<file path="src/rtl/solve_sequencer_if.sv">
// Run-control bundle between the solve sequencer, the puzzle loader,
// the solver array and the result transfer path.
interface solve_sequencer_if #(
   parameter int CYC_W = 16
);
   logic             load_done;
   logic             abort;
   logic             solver_start;
   logic             solver_done;
   logic             solver_fail;
   logic [6:0]       cells_solved;
   logic             busy;
   logic             result_valid;
   logic             result_ready;
   logic [1:0]       status;
   logic [CYC_W-1:0] cycles;

   // Sequencer side
   modport master (
      input  load_done, abort, solver_done, solver_fail, cells_solved, result_ready,
      output solver_start, busy, result_valid, status, cycles
   );

   // Environment side (loader, solver, consumer)
   modport slave (
      output load_done, abort, solver_done, solver_fail, cells_solved, result_ready,
      input  solver_start, busy, result_valid, status, cycles
   );
endinterface

</file>
<file path="src/rtl/solve_sequencer.sv">
// Solver run-control: issues a one-cycle start, watches the solver for
// solved / fail / stall / timeout and hands a status + cycle count to the
// consumer with a valid/ready handshake. All outputs come straight from flops.
module solve_sequencer #(
   parameter int CYC_W       = 16,
   parameter int STALL_LIMIT = 4,
   parameter int MAX_CYCLES  = 1000
) (
   input  logic              clk,
   input  logic              reset_L,
   solve_sequencer_if.master bus
);
   localparam int SC_W = (STALL_LIMIT < 2) ? 1 : $clog2(STALL_LIMIT);

   typedef enum logic [1:0] {
      S_IDLE   = 2'd0,
      S_START  = 2'd1,
      S_SOLVE  = 2'd2,
      S_REPORT = 2'd3
   } state_t;

   localparam logic [1:0] ST_NONE   = 2'b00;
   localparam logic [1:0] ST_SOLVED = 2'b01;
   localparam logic [1:0] ST_FAIL   = 2'b10;
   localparam logic [1:0] ST_STALL  = 2'b11;

   state_t           state_q, state_d;
   logic [CYC_W-1:0] cycles_q, cycles_d;
   logic [1:0]       status_q, status_d;
   logic [6:0]       last_solved_q, last_solved_d;
   logic [SC_W-1:0]  stall_cnt_q, stall_cnt_d;
   logic             solver_start_q, solver_start_d;
   logic             busy_q, busy_d;
   logic             result_valid_q, result_valid_d;

   logic [CYC_W-1:0] cycles_inc;
   logic             at_budget;
   logic             no_progress;
   logic             stall_hit;

   // Next-state, result and progress-tracking logic
   always_comb begin
      state_d       = state_q;
      cycles_d      = cycles_q;
      status_d      = status_q;
      last_solved_d = last_solved_q;
      stall_cnt_d   = stall_cnt_q;

      cycles_inc  = (cycles_q == '1) ? cycles_q : cycles_q + CYC_W'(1);
      // This cycle is the MAX_CYCLES-th one; wider compare avoids wrap.
      at_budget   = ({1'b0, cycles_q} + (CYC_W+1)'(1)) == (CYC_W+1)'(MAX_CYCLES);
      no_progress = (bus.cells_solved == last_solved_q);
      stall_hit   = no_progress && (stall_cnt_q == SC_W'(STALL_LIMIT - 1));

      case (state_q)
         S_IDLE: begin
            if (bus.load_done) begin
               // Clear the old result as the run is launched so START already shows 00/0.
               state_d       = S_START;
               cycles_d      = '0;
               status_d      = ST_NONE;
               last_solved_d = '0;
               stall_cnt_d   = '0;
            end
         end
         S_START: begin
            state_d       = S_SOLVE;
            cycles_d      = '0;
            status_d      = ST_NONE;
            last_solved_d = '0;
            stall_cnt_d   = '0;
         end
         S_SOLVE: begin
            cycles_d = cycles_inc;
            if (no_progress) begin
               stall_cnt_d = stall_cnt_q + SC_W'(1);
            end else begin
               last_solved_d = bus.cells_solved;
               stall_cnt_d   = '0;
            end
            if (bus.abort) begin
               state_d = S_IDLE;
            end else if (bus.solver_fail) begin
               state_d  = S_REPORT;
               status_d = ST_FAIL;
            end else if (bus.solver_done) begin
               state_d  = S_REPORT;
               status_d = ST_SOLVED;
            end else if (stall_hit || at_budget) begin
               state_d  = S_REPORT;
               status_d = ST_STALL;
            end
         end
         S_REPORT: begin
            if (result_valid_q && bus.result_ready) begin
               state_d = S_IDLE;
            end
         end
         default: state_d = S_IDLE;
      endcase

      solver_start_d = (state_d == S_START);
      busy_d         = (state_d == S_START) || (state_d == S_SOLVE);
      result_valid_d = (state_d == S_REPORT);
   end

   // State and registered output decodes; reset drops any run in progress
   always_ff @(posedge clk or negedge reset_L) begin
      if (!reset_L) begin
         state_q        <= S_IDLE;
         cycles_q       <= '0;
         status_q       <= ST_NONE;
         last_solved_q  <= '0;
         stall_cnt_q    <= '0;
         solver_start_q <= 1'b0;
         busy_q         <= 1'b0;
         result_valid_q <= 1'b0;
      end else begin
         state_q        <= state_d;
         cycles_q       <= cycles_d;
         status_q       <= status_d;
         last_solved_q  <= last_solved_d;
         stall_cnt_q    <= stall_cnt_d;
         solver_start_q <= solver_start_d;
         busy_q         <= busy_d;
         result_valid_q <= result_valid_d;
      end
   end

   assign bus.solver_start = solver_start_q;
   assign bus.busy         = busy_q;
   assign bus.result_valid = result_valid_q;
   assign bus.status       = status_q;
   assign bus.cycles       = cycles_q;
endmodule

</file>
<file path="src/flat_wrapper.sv">
// flat-port wrapper written by rule: the top's interface ports become plain ports
module solve_sequencer_flat 
#(
   parameter int CYC_W       = 16,
   parameter int STALL_LIMIT = 4,
   parameter int MAX_CYCLES  = 1000
)
  (clk, reset_L, bus_load_done, bus_abort, bus_solver_done, bus_solver_fail, bus_cells_solved, bus_result_ready, bus_solver_start, bus_busy, bus_result_valid, bus_status, bus_cycles);
  solve_sequencer_if #(.CYC_W(CYC_W)) bus_i ();
  input  logic clk;
  input  logic reset_L;
  input wire logic [$bits(bus_i.load_done)-1:0] bus_load_done;
  input wire logic [$bits(bus_i.abort)-1:0] bus_abort;
  input wire logic [$bits(bus_i.solver_done)-1:0] bus_solver_done;
  input wire logic [$bits(bus_i.solver_fail)-1:0] bus_solver_fail;
  input wire logic [$bits(bus_i.cells_solved)-1:0] bus_cells_solved;
  input wire logic [$bits(bus_i.result_ready)-1:0] bus_result_ready;
  output wire logic [$bits(bus_i.solver_start)-1:0] bus_solver_start;
  output wire logic [$bits(bus_i.busy)-1:0] bus_busy;
  output wire logic [$bits(bus_i.result_valid)-1:0] bus_result_valid;
  output wire logic [$bits(bus_i.status)-1:0] bus_status;
  output wire logic [$bits(bus_i.cycles)-1:0] bus_cycles;
  assign bus_i.load_done = bus_load_done;
  assign bus_i.abort = bus_abort;
  assign bus_i.solver_done = bus_solver_done;
  assign bus_i.solver_fail = bus_solver_fail;
  assign bus_i.cells_solved = bus_cells_solved;
  assign bus_i.result_ready = bus_result_ready;
  assign bus_solver_start = bus_i.solver_start;
  assign bus_busy = bus_i.busy;
  assign bus_result_valid = bus_i.result_valid;
  assign bus_status = bus_i.status;
  assign bus_cycles = bus_i.cycles;
  solve_sequencer #(.CYC_W(CYC_W), .STALL_LIMIT(STALL_LIMIT), .MAX_CYCLES(MAX_CYCLES)) u_core (.clk(clk), .reset_L(reset_L), .bus(bus_i));
endmodule
</file>
<file path="config.mk">
export PLATFORM = sky130hd
export DESIGN_NAME = solve_sequencer_flat
export DESIGN_NICKNAME = d
export VERILOG_FILES = /design/src/rtl/solve_sequencer_if.sv /design/src/rtl/solve_sequencer.sv /design/src/flat_wrapper.sv
export SDC_FILE = /design/constraint.sdc
export NUM_CORES = 1
export LEC_CHECK = 0
export CORE_MARGIN = 10
export CORE_UTILIZATION = 37
export DETAILED_ROUTE_END_ITERATION = 12
export PLACE_DENSITY = 0.58
export SLEW_MARGIN = 15
export SYNTH_ARGS = -nofsm -noshare
export SYNTH_HDL_FRONTEND = slang
export SYNTH_SLANG_ARGS = --single-unit
</file>
<file path="constraint.sdc">
create_clock -name clk -period 3.2 [get_ports clk]
set_input_delay 0.32 -clock clk [delete_from_list [all_inputs] [get_ports clk]]
set_output_delay 0.32 -clock clk [all_outputs]
set_load 0.02 [all_outputs]
</file>
==> summary.txt <==
CTS
  • H-tree depth: 2
  • Clk Latency, worst-skew pair: around 290 ps
  • Cts hold-fix bufs: 0
  • Root Driver: clkbuf_8
  • Clock sinks: 32
  • # resized after CTS: 0
  • Clk pin slew, worst setup/hold paths: 70 ps
  • Post-CTS setup buffer count: 0
  • Num CTS Buffers: 5
  • TritonCTS clock tree: built
  • Max Buffers Root-to-Sink: 2

Final layout
  • Filler instances: 485
  • Share of post-route cells with drive strength above 1: 8.06%
  • Sequential cell area: 801 um2
  • Multi-input logic area: 982 um2
  • Inserted Diodes: 0
  • Final nets: around 270
  • Area growth syn-to-layout: 25.4%
  • Utilization after layout: 48.9%

Timing
  • RSZ-0062 raised after global routing: no
  • Minimum clock period after layout: around 2700 ps
  • Fin crit share: a little over four fifths
  • Setup TNS: 0 ps
  • Max-slew violations: 0
  • F_max: 372 MHz
  • Endpoints failing hold: 0
  • Post-route setup slack: between 500 and 600 ps
  • Slew headroom: 41.8%
  • Post-Route Skew: 7.30 ps
  • Setup violators final: 0
  • Worst slew pin tran: 873 ps

Synth
  • Post-synth EDFFs: 0
  • Post-synthesis cell area: 0.00188 mm2
  • Area contributors post-synth: dfrtp_1 (43%), nand2_1 (4.8%), o21ai_1 (4.5%)
  • Netlist cell types: 50
  • Predominant post-synthesis flop cell: dfrtp_1
  • Mapped Cells: approximately 210
  • Syn Nets: 230
  • Sequential fraction of the synthesis area: 42.6%
  • Yosys top cell area share: 42.6%
  • Mapped Avg Cell Area: 8.82 um2
  • Count of state elements after synthesis: 32
  • Share of async-settable or async-resettable flops after synthesis: 100%
  • Synth Warn #: 0
  • Post-synth top area cell: dfrtp_1

Critical path
  • R2R depth: 10
  • Crit. End Element: flop
  • Setup Crit Path Kind: reg -> reg
  • CP Max Fanout: 7
  • CP Data Arrival Time: 2920 ps
  • Data required, critical path: 3430 ps
  • Critical Path Source Type: flop

Drt
  • WL/cell: 15.0 um
  • 1st-pass router iterations: 4
  • DR iter-0 viols: 140
  • WL final: roughly 4700 um
  • Routed Antenna Nets: 0
  • DRC: 0
  • Via count: 1,639
  • Via/cell ratio: 5.20

Pwr
  • Power Density: 642 mW/mm2
  • Power share of the clock group: 19.7%
  • Pleak: around 0.9 nW
  • Logic pwr share: just over 40%
  • Pwr Total: ~1.5 mW
  • Maximum VDD drop: 0.256 mV
  • Reg power frac: between 30 and 40%
  • Cell-internal power: approximately 0.88 mW
  • Sw Ratio: 41.8%
  • Sw Pwr: 0.632 mW

GRT
  • Initial antenna violation count: 0
  • Vias in the first global route: 1,568
  • Pin count of the biggest net entering global routing: 33
  • GR Overflow Total: 0
  • Gr usage total: 11.5%
  • First-pass GRT wire length: 7940 um

Placed design
  • Hpwl dp: between 3000 and 4000 um
  • Pre-CTS WS: between 400 and 500 ps
  • Gp weighted congestion: a little over 0.8
  • PortBufs: 34

Die
  • Die area: 0.00833 mm2
  • Die Ht: 91.3 um
  • Initial Utilization: slightly below 40%
  • Die Wd: slightly above 90 um
  • Core Rows: 25
  • Core area: 0.00482 mm2
  • I/O pin cnt: 35

Run
  • Max-cap viol count: 0

Hold path
  • Min-Delay Path Class: in -> async

Outcome
  • Status: completed
-- cells in the final DEF, fill, tap and decap left out, types with 2 or more instances in the layout --
cell | synthesis | routed
o41ai_1 | 2 | 2
nor4_1 | 3 | 3
nor2_1 | 18 | 18
a31oi_1 | 2 | 2
inv_1 | 11 | 11
nand4_1 | 4 | 4
o21ai_0 | 12 | 12
nand2b_1 | 6 | 6
o21ai_1 | 17 | 17
nor3b_1 | 2 | 2
xnor2_1 | 9 | 9
nor3_1 | 3 | 3
a22o_1 | 3 | 3
dfrtp_1 | 32 | 32
ha_1 | 3 | 3
o211ai_1 | 2 | 2
clkbuf_8 | 0 | 5
o21a_1 | 2 | 2
xor2_1 | 3 | 3
nand2_1 | 24 | 24
clkdlybuf4s50_1 | 0 | 34
buf_4 | 1 | 4
mux2i_1 | 2 | 2
nand3_1 | 13 | 13
a21oi_1 | 6 | 6
-- critical path, stage by stage, from the launching register on --
cell and delay, ps:
dfrtp_1 430, ha_1 280, nand4_2 200, nor3_1 410, mux2i_1 240, o2111ai_1 150, o21ai_2 240, a21oi_1 80
o21ai_0 270, ha_1 280, inv_1 60
-- state kept, by name, summed over array words and instances (netlist names) --
| signal | count |
|---|---|
| u_core.last_solved_q | 7 |
| u_core.bus.result_valid | 1 |
| u_core.bus.status | 2 |
| u_core.state_q | 2 |
| u_core.bus.busy | 1 |
| u_core.bus.solver_start | 1 |
| u_core.bus.cycles | 16 |
| u_core.stall_cnt_q | 2 |
-- through the flow --
| step | hold slack, ps | instances | cell area [um2] |
|---|---|---|---|
| 6_report | 431 | 315 | 2360 |
| 5_1_grt | 470 | 315 | 2360 |
| 4_1_cts | 448 | 315 | 2360 |
| 2_1_floorplan | 24.4 | 213 | 1880 |
| 3_3_place_gp | 515 | 308 | 2280 |
| 3_5_place_dp | 524 | 308 | 2280 |
-- final timing paths --
kind,startpoint,endpoint,slack [ps]
setup reg to reg,u_core.bus.cycles[0],u_core.bus.busy,510
min in group clk,u_core.bus.status[0],u_core.bus.status[0],530
max in group asynchronous,reset_L,u_core.bus.cycles[10],2470
hold reg to reg,u_core.bus.status[0],u_core.bus.status[0],530
hold / removal,reset_L,u_core.bus.cycles[0],430
setup / recovery,u_core.bus.cycles[0],u_core.bus.busy,510
-- synthesized netlist by cell type, drive strengths merged, types with 5 or more instances --
library cell / n
a21oi: 6
clkbuf: 6
dfrtp: 32
inv: 11
nand2: 24
nand2b: 6
nand3: 14
nand4: 5
nor2: 18
o21ai: 31
xnor2: 9
-- routing by layer --
metal | share of wire [%] | wire length [um] | global-route usage, %
met1 | 49 | 2320 | 15.4
met5 | 0 | 0 | 0
met4 | 1.1 | 50 | 3.13
met3 | 5.2 | 246 | 3.87
met2 | 45 | 2120 | 17.2
-- power groups by stage --
stage	clock network (mW)	registers (mW)	logic (mW)
global placement	0	0.608	0.621
floorplan	0	0.614	0.408
finish	0.298	0.604	0.611
detailed placement	0	0.612	0.618
CTS	0.306	0.605	0.619
global route	0.321	0.624	0.692
-- cell type report --
| type | instances | share of cell area (%) |
|---|---|---|
| multi-input cells | 160 | 41.7 |
| flip-flops and latches | 32 | 34.0 |
| repair buffers | 38 | 15.7 |
| well taps | 67 | 3.56 |
| clock buffers | 6 | 3.08 |
| inverters | 11 | 1.75 |
| clock inverters | 1 | 0.212 |
-- cell families after synthesis --
group                    count (synthesis)  synth area share (%)
buffers and inverters                   21                  5.13
multiplexers                             2                  1.07
XOR/XNOR                                12                  5.59
AND/OR/NAND/NOR                         85                  23.4
AO/OA/AOI/OAI                           58                  20.2
adder cells (fa/ha/maj)                  3                  2.00
flip-flops                              32                  42.6
Note: power is estimated with default switching activity, not from simulation.
